<file path="config.mk">
export PLATFORM = sky130hd
export DESIGN_NAME = hub75_bcm_sched
export DESIGN_NICKNAME = d
export VERILOG_FILES = /design/src/rtl/hub75_pkg.sv /design/src/rtl/hub75_oncnt.sv /design/src/rtl/hub75_bcm_sched.sv
export SDC_FILE = /design/constraint.sdc
export NUM_CORES = 1
export LEC_CHECK = 0
export CAP_MARGIN = 20
export CORE_UTILIZATION = 45
export DETAILED_ROUTE_END_ITERATION = 16
export GPL_ROUTABILITY_DRIVEN = 0
export PLACE_DENSITY = 0.82
export SLEW_MARGIN = 10
export SYNTH_ARGS = -nofsm -noshare
export SYNTH_HDL_FRONTEND = slang
export SYNTH_SLANG_ARGS = --single-unit
</file>
<file path="constraint.sdc">
create_clock -name clk -period 2.95 [get_ports clk]
set_input_delay 0.885 -clock clk [delete_from_list [all_inputs] [get_ports clk]]
set_output_delay 0.885 -clock clk [all_outputs]
set_load 0.01 [all_outputs]
</file>
<file path="src/rtl/hub75_pkg.sv">
// Shared types and constants for the HUB75 bit-plane (BCM) scan scheduler.
package hub75_pkg;

  typedef enum logic [2:0] {
    StIdle,
    StShift,
    StHold,
    StLatch,
    StGhost
  } state_e;

  localparam int unsigned COLS_DEF      = 64;
  localparam int unsigned ROW_BITS_DEF  = 5;
  localparam int unsigned PLANES_DEF    = 8;
  localparam int unsigned ON_BASE_DEF   = 16;
  localparam int unsigned GHOST_CYC_DEF = 4;

  // rd_data = {r1, g1, b1, r0, g0, b0}
  localparam int unsigned B0_LSB = 0;
  localparam int unsigned G0_LSB = 8;
  localparam int unsigned R0_LSB = 16;
  localparam int unsigned B1_LSB = 24;
  localparam int unsigned G1_LSB = 32;
  localparam int unsigned R1_LSB = 40;

  localparam int unsigned ONCNT_W_DEF = $clog2((ON_BASE_DEF << (PLANES_DEF - 1)) + 1);

endpackage

</file>
<file path="src/rtl/hub75_oncnt.sv">
// LED on-time down-counter: loads a plane's on-time, counts to zero, can be frozen.
module hub75_oncnt
  import hub75_pkg::*;
#(
  parameter int unsigned CNT_W = ONCNT_W_DEF
) (
  input  logic             clk,
  input  logic             rst_n,
  input  logic             i_load,
  input  logic [CNT_W-1:0] i_load_val,
  input  logic             i_hold,
  output logic             o_zero
);

  logic [CNT_W-1:0] r_cnt;

  always_ff @(posedge clk) begin
    if (!rst_n) begin
      r_cnt <= '0;
    end else if (i_load) begin
      r_cnt <= i_load_val;
    end else if (!i_hold && (r_cnt != '0)) begin
      r_cnt <= r_cnt - 1'b1;
    end
  end

  assign o_zero = (r_cnt == '0);

endmodule

</file>
<file path="src/rtl/hub75_bcm_sched.sv">
// HUB75 panel scheduler: shifts one row-plane while the previous one is displayed.
// Define HUB75_GHOST_BLANK_EN to insert GHOST_CYC blanked settle cycles after each latch.
module hub75_bcm_sched
  import hub75_pkg::*;
#(
  parameter int unsigned COLS      = COLS_DEF,
  parameter int unsigned ROW_BITS  = ROW_BITS_DEF,
  parameter int unsigned PLANES    = PLANES_DEF,
  parameter int unsigned ON_BASE   = ON_BASE_DEF,
  parameter int unsigned GHOST_CYC = GHOST_CYC_DEF
) (
  input  logic                               clk,
  input  logic                               rst_n,
  input  logic                               enable,
  output logic                               rd_en,
  output logic [ROW_BITS+$clog2(COLS)-1:0]   rd_addr,
  input  logic [47:0]                        rd_data,
  output logic [2:0]                         rgb0,
  output logic [2:0]                         rgb1,
  output logic                               sclk_en,
  output logic                               latch,
  output logic                               blank,
  output logic [ROW_BITS-1:0]                addry,
  output logic                               frame_start
);

  localparam int unsigned COL_W   = $clog2(COLS);
  localparam int unsigned PLANE_W = (PLANES > 1) ? $clog2(PLANES) : 1;
  localparam int unsigned CNT_W   = $clog2((ON_BASE << (PLANES - 1)) + 1);
  localparam int unsigned GHOST_W = $clog2(GHOST_CYC + 1);

  localparam logic [COL_W-1:0]    COL_LAST   = COL_W'(COLS - 1);
  localparam logic [PLANE_W-1:0]  PLANE_LAST = PLANE_W'(PLANES - 1);
  localparam logic [ROW_BITS-1:0] ROW_LAST   = {ROW_BITS{1'b1}};
  localparam logic [GHOST_W-1:0]  GHOST_LAST = GHOST_W'(GHOST_CYC - 1);

  state_e               r_state, w_state_d;
  logic [COL_W-1:0]     r_col;
  logic                 r_cols_done;
  logic [ROW_BITS-1:0]  r_row;
  logic [PLANE_W-1:0]   r_plane;
  logic                 r_sclk_en;
  logic [ROW_BITS-1:0]  r_addry;
  logic [GHOST_W-1:0]   r_ghost_cnt;

  logic                 w_rd_en;
  logic                 w_latch;
  logic                 w_ghost;
  logic                 w_on_zero;
  logic [CNT_W-1:0]     w_load_val;
  logic [7:0]           w_r0, w_g0, w_b0, w_r1, w_g1, w_b1;

  always_comb begin
    w_state_d = r_state;
    w_rd_en   = 1'b0;
    w_latch   = 1'b0;
    w_ghost   = 1'b0;
    unique case (r_state)
      StIdle: begin
        if (enable) w_state_d = StShift;
      end
      // Last SHIFT cycle only carries the final sclk_en; no read is issued.
      StShift: begin
        w_rd_en = !r_cols_done;
        if (r_cols_done) w_state_d = StHold;
      end
      StHold: begin
        if (w_on_zero) w_state_d = StLatch;
      end
      StLatch: begin
        w_latch = 1'b1;
`ifdef HUB75_GHOST_BLANK_EN
        w_state_d = StGhost;
`else
        w_state_d = enable ? StShift : StIdle;
`endif
      end
      StGhost: begin
        w_ghost = 1'b1;
        if (r_ghost_cnt == GHOST_LAST) w_state_d = enable ? StShift : StIdle;
      end
      default: w_state_d = StIdle;
    endcase
  end

  always_ff @(posedge clk) begin
    if (!rst_n) begin
      r_state     <= StIdle;
      r_col       <= '0;
      r_cols_done <= 1'b0;
      r_row       <= '0;
      r_plane     <= '0;
      r_sclk_en   <= 1'b0;
      r_addry     <= '0;
      r_ghost_cnt <= '0;
    end else begin
      r_state     <= w_state_d;
      r_sclk_en   <= w_rd_en;
      r_ghost_cnt <= w_ghost ? r_ghost_cnt + 1'b1 : '0;
      // Column wraps naturally back to 0 since COLS is a power of two.
      if (w_rd_en) begin
        r_col <= r_col + 1'b1;
        if (r_col == COL_LAST) r_cols_done <= 1'b1;
      end
      if (w_latch) begin
        r_cols_done <= 1'b0;
        r_addry     <= r_row;
        if (r_plane == PLANE_LAST) begin
          r_plane <= '0;
          r_row   <= r_row + 1'b1;
        end else begin
          r_plane <= r_plane + 1'b1;
        end
      end
    end
  end

  assign w_load_val = CNT_W'(ON_BASE) << r_plane;

  hub75_oncnt #(
    .CNT_W (CNT_W)
  ) u_oncnt (
    .clk        (clk),
    .rst_n      (rst_n),
    .i_load     (w_latch),
    .i_load_val (w_load_val),
    .i_hold     (w_ghost),
    .o_zero     (w_on_zero)
  );

  assign w_b0 = rd_data[B0_LSB +: 8];
  assign w_g0 = rd_data[G0_LSB +: 8];
  assign w_r0 = rd_data[R0_LSB +: 8];
  assign w_b1 = rd_data[B1_LSB +: 8];
  assign w_g1 = rd_data[G1_LSB +: 8];
  assign w_r1 = rd_data[R1_LSB +: 8];

  assign rd_en       = w_rd_en;
  assign rd_addr     = {r_row, r_col};
  assign sclk_en     = r_sclk_en;
  assign rgb0        = r_sclk_en ? {w_b0[r_plane], w_g0[r_plane], w_r0[r_plane]} : 3'b000;
  assign rgb1        = r_sclk_en ? {w_b1[r_plane], w_g1[r_plane], w_r1[r_plane]} : 3'b000;
  assign latch       = w_latch;
  assign blank       = w_on_zero | w_latch | w_ghost;
  assign addry       = r_addry;
  assign frame_start = w_latch && (r_plane == PLANE_LAST) && (r_row == ROW_LAST);

endmodule

</file>
==> results.cfg, run 1 <==
[route]
antenna_left = 0
drcViolationCount = 0
vias = 2037
routed_wl_um = 5770
drt_iter0_drc = 170
dr.pass1.iters = 4
routed_via_density = 5.51
routedWlPerCell_um = 15.6

[grt]
antenna_found_initial = 0
grt_pass1_vias = 2058
track_usage = 0.242
grt_max_degree = 23
grt_first_pass_wirelength_um = 9580
overflow = 0

[critical_path]
slowest_delay_ns = 0.46
start_kind = input port
cp_cell_sequence = clkdlybuf4s50_1 -> mux4_2 -> nand2_1 -> a21boi_1 -> buf_2
critPathMaxFanout = 1
r2r-end = u_oncnt.r_cnt[3]
crit_type = in2out
end_kind = output port
worstPathRequired_ns = 2.07
slowest_stage = mux4_2
arrival_ns = 2.04
rr_startpoint = u_oncnt.r_cnt[1]
r2r_cells = 7
rrSetupSlack_ns = 1.04

[clock_network]
clk_path_buf_depth = 2
cts_tree = done
cts_sinks = 35
ctsHoldBuffers = 0
clkSlewWorstSetupHoldPaths_ns = 0.07
clk_latency_ns = 0.30
cts-buffers-inserted = 5
htree_levels = 2
root_buffer = clkbuf_8

[sta]
layout_setup_ws_ns = 0.0288
tightest_slew_ns = 0.698
min_period_ns = 2.92
max_freq_mhz = 342
finalSetupViolations = 0
hold_viol = 0
period_share = 0.990
maxSlewViolCount = 0
maxSlewHeadroom = 0.534
finClkSkew_ns = 0.00401

[floorplan]
die_w_um = 71.2
core_area_sq_um = 4470
die-area_sq_um = 5070
start_util = 0.482
io_pins = 78
die_h_um = 71.2
rows = 24

[logic_synthesis]
synth.avg_cell_area_sq_um = 9.25
async_reset_ff_frac = 0
yosys_warnings = 0
synth-seq-cells = 35
synth_edf_count = 0
syn_area_sq_um = 2150
yosysSeqAreaShare = 0.325
syn_nets = 299
ys_types = 42
ys.flop_type = dfxtp_1
synthCells = 233

[min_path]
min_path_type = reg2reg
whs_path_depth = 2
hp-start = r_cols_done
whs_endpoint = r_cols_done

[power]
leakagePower_nw = 1.32
ir_worst_vdd_v = 0.000507
p_per_area_nw_per_um2 = 693

[layout]
final_util = 0.705
drive_above_1_share = 0.154
layout_common_cells = clkdlybuf4s50_1 (59), dfxtp_1 (35), nor2_1 (25)
fin_nets = 383
areaGrowthSynthToFinish_pct = 46.4
layout_commonest_cell = clkdlybuf4s50_1
diodes = 0

[placed_design]
place_ws_ns = -0.340
dpl.hpwl_um = 4300
port_buffers = 77

[status]
outcome = complete, no violations

[flow_run]
cap_violations = 0
cell families (layout without fill, tap and decap cells):
group | after synthesis | count (layout) | share of synthesized area
fa+ha+maj | 15 | 15 | 0.0871
flops | 35 | 35 | 0.325
buf+inv | 25 | 110 | 0.0453
xor+xnor | 9 | 9 | 0.0366
simple gates | 86 | 86 | 0.209
mux | 19 | 19 | 0.158
compound gates | 44 | 44 | 0.139
report_power, final:
part           switching, W  total (W)  internal, W
Clock              0.000181   0.000342     0.000161
Sequential         0.000137   0.000720     0.000583
Combinational      0.000534    0.00112     0.000589
Total              0.000852    0.00219      0.00133
layout make-up:
class | instances | area, sq um
inverters | 12 | 45.0
clock buffers | 5 | 68.8
fillers | 335 | 1320
well taps | 52 | 65.1
flip-flops and latches | 35 | 701
repair buffers | 90 | 881
multi-input cells | 173 | 1380
clock inverters | 3 | 15.0
worst max path at each step:
stage / from / to / slack (ns) / cells after the start
final: rd_data[40] / rgb1[0] / 0.03 / 5
after detailed placement: rd_data[19] / rgb0[0] / -0.34 / 5
after CTS: rd_data[19] / rgb0[0] / 0.0008 / 5
after floorplan: r_state[0] / frame_start / 0.55 / 4
after global placement: rd_data[43] / rgb1[0] / -0.31 / 5
after global routing: rd_data[39] / rgb1[1] / -0.004 / 5
cell usage after synthesis (all sizes together), types with 2 or more instances:
| master | n | area, sq um |
|---|---|---|
| clkbuf | 10 | 37.5 |
| buf | 3 | 15.0 |
| nand4 | 5 | 31.3 |
| nor2b | 2 | 12.5 |
| a41oi | 2 | 17.5 |
| a211oi | 3 | 22.5 |
| o221a | 2 | 22.5 |
| a21boi | 7 | 52.6 |
| nand3b | 2 | 15.0 |
| o21ai | 5 | 25.0 |
| xor2 | 6 | 52.6 |
| mux2i | 7 | 70.1 |
| a21oi | 13 | 65.1 |
| or3 | 2 | 12.5 |
| ha | 15 | 188 |
| mux4 | 12 | 270 |
| dfxtp | 35 | 701 |
| a31oi | 4 | 25.0 |
| nor3 | 4 | 20.0 |
| nand2 | 23 | 86.3 |
| nor2 | 25 | 93.8 |
| xnor2 | 3 | 26.3 |
| inv | 11 | 41.3 |
| a311oi | 2 | 23.8 |
| nand3 | 6 | 30.0 |
| and3 | 5 | 31.3 |
| or3b | 2 | 17.5 |
| nand2b | 2 | 12.5 |
| and4 | 2 | 17.5 |
| o31ai | 2 | 15.0 |
| a21o | 2 | 15.0 |
| nor4 | 2 | 33.8 |
worst max-delay path: cells and delay by family:
family                 cells  cell delay, ns
multiplexers               1            0.46
buffers and inverters      2            0.53
AO/OA/AOI/OAI              1            0.07
AND/OR/NAND/NOR            1            0.09
per-layer routing:
layer	wire, um	GRT usage	up-vias
met1	2530	0.299	971
met4	117	0.0889	0
met2	2890	0.407	40
li1	-	-	1012
met5	0	0	-
met3	230	0.0613	14
sequential cells by signal, summed over array words and instances, names as in the netlist:
| register | cells |
|---|---|
| sclk_en | 1 |
| r_col | 6 |
| r_cols_done | 1 |
| r_state | 2 |
| u_oncnt.r_cnt | 12 |
| r_row | 5 |
| r_plane | 3 |
| addry | 5 |
metrics by stage:
step	std cells	cell area, sq um	total power [W]	setup TNS, ns	hold WS, ns
5_1_grt	370	3150	0.00235	-0.00396	0.531
2_1_floorplan	233	2150	0.00142	0	0.437
3_3_place_gp	361	3040	0.00177	-1.82	0.452
3_5_place_dp	361	3040	0.00181	-1.91	0.487
6_report	370	3150	0.00219	0	0.497
4_1_cts	370	3100	0.00216	0	0.501
what timing repair did:
| item | 4_1_cts | 5_1_grt |
|---|---|---|
| buffers inserted | 1 | 0 |
| pin swaps | 1 | 7 |
| setup endpoints to repair | 7 | 6 |
| resized for setup | 24 | 19 |
No activity file was read; power rests on OpenSTA's default activity.
==> run 2: changes to the inputs <==
--- a/config.mk
+++ b/config.mk
@@ -10,6 +10,7 @@
 export DETAILED_ROUTE_END_ITERATION = 16
 export GPL_ROUTABILITY_DRIVEN = 0
 export PLACE_DENSITY = 0.82
+export SETUP_SLACK_MARGIN = 0.4
 export SLEW_MARGIN = 10
 export SYNTH_ARGS = -nofsm -noshare
 export SYNTH_HDL_FRONTEND = slang
==> run 2 against run 1 <==
Combinational power is essentially flat. Clock power is essentially flat. First-iteration DRC count increased by 18%. Critical endpoint unchanged.
==> results.cfg, run 2 (synthesis gave the netlist of run 1 again) <==
[floorplan]
core_area_sq_um = 4470
start_util = 0.482
die_w_um = 71.2
io_pins = 78
rows = 24
die-area_sq_um = 5070
die_h_um = 71.2

[power]
p_sw_frac = 0.393
p_sw_w = 0.000866
p_per_area_nw_per_um2 = 729
pwr-share-seq = 0.327
power.total_w = 0.00220
power_frac_comb = 0.518
p_int_w = 0.00134
clockPowerShare = 0.155
leakagePower_nw = 1.28
ir_worst_vdd_v = 0.000508

[layout]
reg_top3 = u_oncnt.r_cnt x12, r_col x6
final_util = 0.676
diodes = 0
layout_commonest_cell = dfxtp_1
seqCellArea_sq_um = 703
multiInputGateArea_sq_um = 1390
layout_common_cells = dfxtp_1 (33), buf_2 (28), nor2_1 (25)
fillers = 354
fin_nets = 385
areaGrowthSynthToFinish_pct = 40.4
largest_register = u_oncnt.r_cnt
largest_reg_flops = 12
drive_above_1_share = 0.325

[critical_path]
start_kind = input port
arrival_ns = 1.73
r2r-end = u_oncnt.r_cnt[3]
rr_startpoint = u_oncnt.r_cnt[1]
rrSetupSlack_ns = 1.07
worstPathRequired_ns = 2.07
cp_cell_sequence = buf_6 -> mux4_2 -> nand2_1 -> a21boi_1 -> buf_2
crit_type = in2out
slowest_delay_ns = 0.47
crit_end = rgb1[0]
crit_start = rd_data[43]
r2r_cells = 7
end_kind = output port
slowest_stage = mux4_2
critPathMaxFanout = 1

[grt]
track_usage = 0.244
overflow = 0
grt_first_pass_wirelength_um = 9650
grt_max_degree = 23
antenna_found_initial = 0
grt_pass1_vias = 2048

[route]
antenna_left = 0
routed_wl_um = 5820
wl_met1_um = 2500
route.met2.wl_um = 2940
drcViolationCount = 0
routedWlPerCell_um = 15.6
routed_via_density = 5.53
drt_iter0_drc = 200
vias = 2058
dr.pass1.iters = 4
top_layer_used = met4
wl_met3_um = 261

[clock_network]
cts-buffers-inserted = 5
ctsHoldBuffers = 0
clk_latency_ns = 0.30
root_buffer = clkbuf_8
clk_path_buf_depth = 2
cts_sinks = 35
htree_levels = 2
clkSlewWorstSetupHoldPaths_ns = 0.07
cts_tree = done

[sta]
rsz0062_at_grt = yes
maxSlewViolCount = 0
hold_viol = 0
max_freq_mhz = 382
holdWs_ns = 0.492
finClkSkew_ns = 0.00496
maxSlewHeadroom = 0.536
period_share = 0.887
tightest_slew_ns = 0.695
min_period_ns = 2.62
finalSetupViolations = 0
layout_setup_ws_ns = 0.333

[placed_design]
dpl.hpwl_um = 4300
port_buffers = 77
place_ws_ns = -0.340

[status]
outcome = complete, no violations

[min_path]
min_path_type = reg2reg

[flow_run]
cap_violations = 0
-- run 2: metrics by stage --
step	instances	setup TNS, ns	cell area, sq um
2_1_floorplan	233	0	2150
3_3_place_gp	361	-1.82	3040
3_5_place_dp	361	-1.91	3040
4_1_cts	370	0	2990
5_1_grt	372	0	3020
6_report	372	0	3020
-- run 2: repair_timing --
item | CTS | global route
buffers inserted | 1 | 2
endpoints found under the setup margin | 8 | 9
gates resized for setup | 175 | 30
endpoints found under the hold margin | 0 | 0
pin swaps | 16 | 7
-- run 2: how the worst min path moves through the flow --
stage	end	cells past startpoint	start	slack (ns)
floorplan	r_cols_done	2	r_cols_done	0.44
global placement	r_cols_done	2	r_cols_done	0.45
detailed placement	addry[1]	2	addry[1]	0.49
CTS	r_cols_done	2	r_cols_done	0.50
global route	r_cols_done	2	r_cols_done	0.53
finish	r_cols_done	2	r_cols_done	0.49
-- run 2: per-layer routing --
metal | vias up | track usage
met4 | 0 | 0.0889
li1 | 1015 | -
met2 | 54 | 0.407
met1 | 975 | 0.305
met5 | - | 0
met3 | 14 | 0.0613
-- run 2: final cells by class --
type                       count  share of cell area
multi-input combinational    173               0.460
timing repair buffer          92               0.243
sequential                    35               0.233
clock buffer                   5              0.0228
tap                           52              0.0215
inverter                      12              0.0149
clock inverter                 3             0.00496
-- run 2: power by group through the flow --
stage | registers (W) | logic, W | clock network (W)
after floorplan | 0.000699 | 0.000720 | 0
after global routing | 0.000739 | 0.00126 | 0.000369
after detailed placement | 0.000719 | 0.00109 | 0
after global placement | 0.000715 | 0.00105 | 0
final | 0.000720 | 0.00114 | 0.000342
after CTS | 0.000718 | 0.00109 | 0.000348
-- run 2: worst max-delay path, delay by kind of cell --
kind	cells	cell delay, ns
simple gates	1	0.08
buf+inv	2	0.23
mux	1	0.47
compound gates	1	0.07
==> run 3: changes to the inputs <==
--- a/config.mk
+++ b/config.mk
@@ -6,10 +6,11 @@
 export NUM_CORES = 1
 export LEC_CHECK = 0
 export CAP_MARGIN = 20
-export CORE_UTILIZATION = 45
+export CORE_UTILIZATION = 46
+export CTS_BUF_LIST = sky130_fd_sc_hd__clkbuf_4
 export DETAILED_ROUTE_END_ITERATION = 16
 export GPL_ROUTABILITY_DRIVEN = 0
-export PLACE_DENSITY = 0.82
+export PLACE_DENSITY = 0.83
 export SETUP_SLACK_MARGIN = 0.4
 export SLEW_MARGIN = 10
 export SYNTH_ARGS = -nofsm -noshare
==> run 3 against run 2 <==
Sequential power increased by 2%. Global-route usage increased by 1.0 points. Count of clock-buffer cells in the layout unchanged. Register-to-register slack got worse by 0.61 ns. Critical path depth unchanged. Non-clock buffer count increased by 19. Critical endpoint is now rgb0[0]. Highest routed layer unchanged.
==> results.cfg, run 3 (synthesis gave the netlist of run 1 again) <==
[power]
clockPowerShare = 0.108
power.total_w = 0.00236
ir_worst_vdd_v = 0.000462
leakagePower_nw = 1.36
p_int_w = 0.00143
p_sw_w = 0.000934
p_per_area_nw_per_um2 = 745
power_frac_comb = 0.582
pwr-share-seq = 0.310
p_sw_frac = 0.396

[layout]
reg_top3 = u_oncnt.r_cnt x12, r_col x6
fin_nets = 404
final_util = 0.718
layout_commonest_cell = buf_2
largest_register = u_oncnt.r_cnt
final_cell_area_sq_um = 3170
multiInputGateArea_sq_um = 1410
areaGrowthSynthToFinish_pct = 47.0
seqCellArea_sq_um = 717
fillers = 335
drive_above_1_share = 0.395
diodes = 0
largest_reg_flops = 12
layout_common_cells = buf_2 (42), buf_4 (30), dfxtp_1 (28)

[critical_path]
r2r-end = u_oncnt.r_cnt[1]
crit_start = rd_data[23]
cp_cell_sequence = buf_2 -> mux4_2 -> nand2_1 -> a21boi_2 -> buf_2
rrSetupSlack_ns = 0.46
start_kind = input port
r2r_cells = 16
timing.critical_path.mode_cell = buf_2
crit_end = rgb0[0]
end_kind = output port
arrival_ns = 1.74
slowest_delay_ns = 0.47
crit_type = in2out
slowest_stage = mux4_2
worstPathRequired_ns = 2.07
rr_startpoint = u_oncnt.r_cnt[1]
critPathMaxFanout = 1

[grt]
grt_first_pass_wirelength_um = 10100
grt_max_degree = 23
track_usage = 0.254
grt_pass1_vias = 2101
antenna_found_initial = 0
overflow = 0

[floorplan]
rows = 24
io_pins = 78
die_h_um = 70.4
die-area_sq_um = 4960
core_area_sq_um = 4410
start_util = 0.488
die_w_um = 70.4

[route]
drcViolationCount = 0
routedWlPerCell_um = 16.4
routed_via_density = 5.64
drt_iter0_drc = 155
antenna_left = 0
dr.pass1.iters = 4
vias = 2207
routed_wl_um = 6400

[clock_network]
clk_latency_ns = 0.34
root_buffer = clkbuf_4
clkSlewWorstSetupHoldPaths_ns = 0.11
cts_sinks = 35
htree_levels = 2
clk_path_buf_depth = 2
cts-buffers-inserted = 5
cts_tree = done
ctsHoldBuffers = 0

[sta]
rsz0062_at_grt = yes
min_period_ns = 2.62
setup_tns_ns = 0
max_freq_mhz = 381
tightest_slew_ns = 0.728
finalSetupViolations = 0
maxSlewHeadroom = 0.514
finClkSkew_ns = 0.00552
hold_viol = 0
period_share = 0.889
layout_setup_ws_ns = 0.327
maxSlewViolCount = 0

[flow_run]
cap_violations = 0

[placed_design]
port_buffers = 77
place_ws_ns = -0.349
dpl.hpwl_um = 4480
placed_area_sq_um = 3040

[status]
outcome = complete, no violations

[min_path]
min_path_type = reg2reg
==> run 3: repair_timing <==
action | CTS | global route
setup endpoints to repair | 9 | 11
cloned | 0 | 0
pin swaps | 16 | 5
resized for setup | 205 | 18
buffers inserted | 14 | 8
==> run 3: cell type report <==
cell class	count	share of cell area
clock inverter	3	0.00474
multi-input combinational	173	0.445
inverter	12	0.0150
sequential	35	0.226
clock buffer	5	0.0118
tap	52	0.0205
timing repair buffer	111	0.276
==> run 3: critical path, delay by kind of cell <==
family	cells	cell delay, ns
multiplexers	1	0.47
buffers and inverters	2	0.22
AO/OA/AOI/OAI	1	0.06
AND/OR/NAND/NOR	1	0.10
==> run 3: metal layers <==
metal	global-route usage	share of wire	wire, um
met1	0.322	0.42	2720
met2	0.421	0.50	3190
met3	0.0592	0.055	350
met4	0.0889	0.022	140
met5	0	0	0
==> run 3: power groups by stage <==
stage / clock network (W) / registers (W) / logic (W)
floorplan: 0 / 0.000699 / 0.000720
global route: 0.000278 / 0.000744 / 0.00150
global placement: 0 / 0.000718 / 0.00105
finish: 0.000255 / 0.000731 / 0.00137
CTS: 0.000256 / 0.000722 / 0.00125
detailed placement: 0 / 0.000724 / 0.00109
==> run 3: worst min path at each step <==
| stage | start | endpoint | depth (start not counted) |
|---|---|---|---|
| 2_1_floorplan | r_cols_done | r_cols_done | 2 |
| 3_3_place_gp | r_cols_done | r_cols_done | 2 |
| 3_5_place_dp | r_cols_done | r_cols_done | 2 |
| 4_1_cts | r_cols_done | r_cols_done | 2 |
| 5_1_grt | addry[2] | addry[2] | 2 |
| 6_report | r_cols_done | r_cols_done | 2 |
==> run 3: metrics by stage <==
step / hold slack [ns] / cells
after floorplan: 0.437 / 233
after global placement: 0.453 / 361
after detailed placement: 0.472 / 361
after CTS: 0.495 / 383
after global routing: 0.536 / 391
final: 0.500 / 391
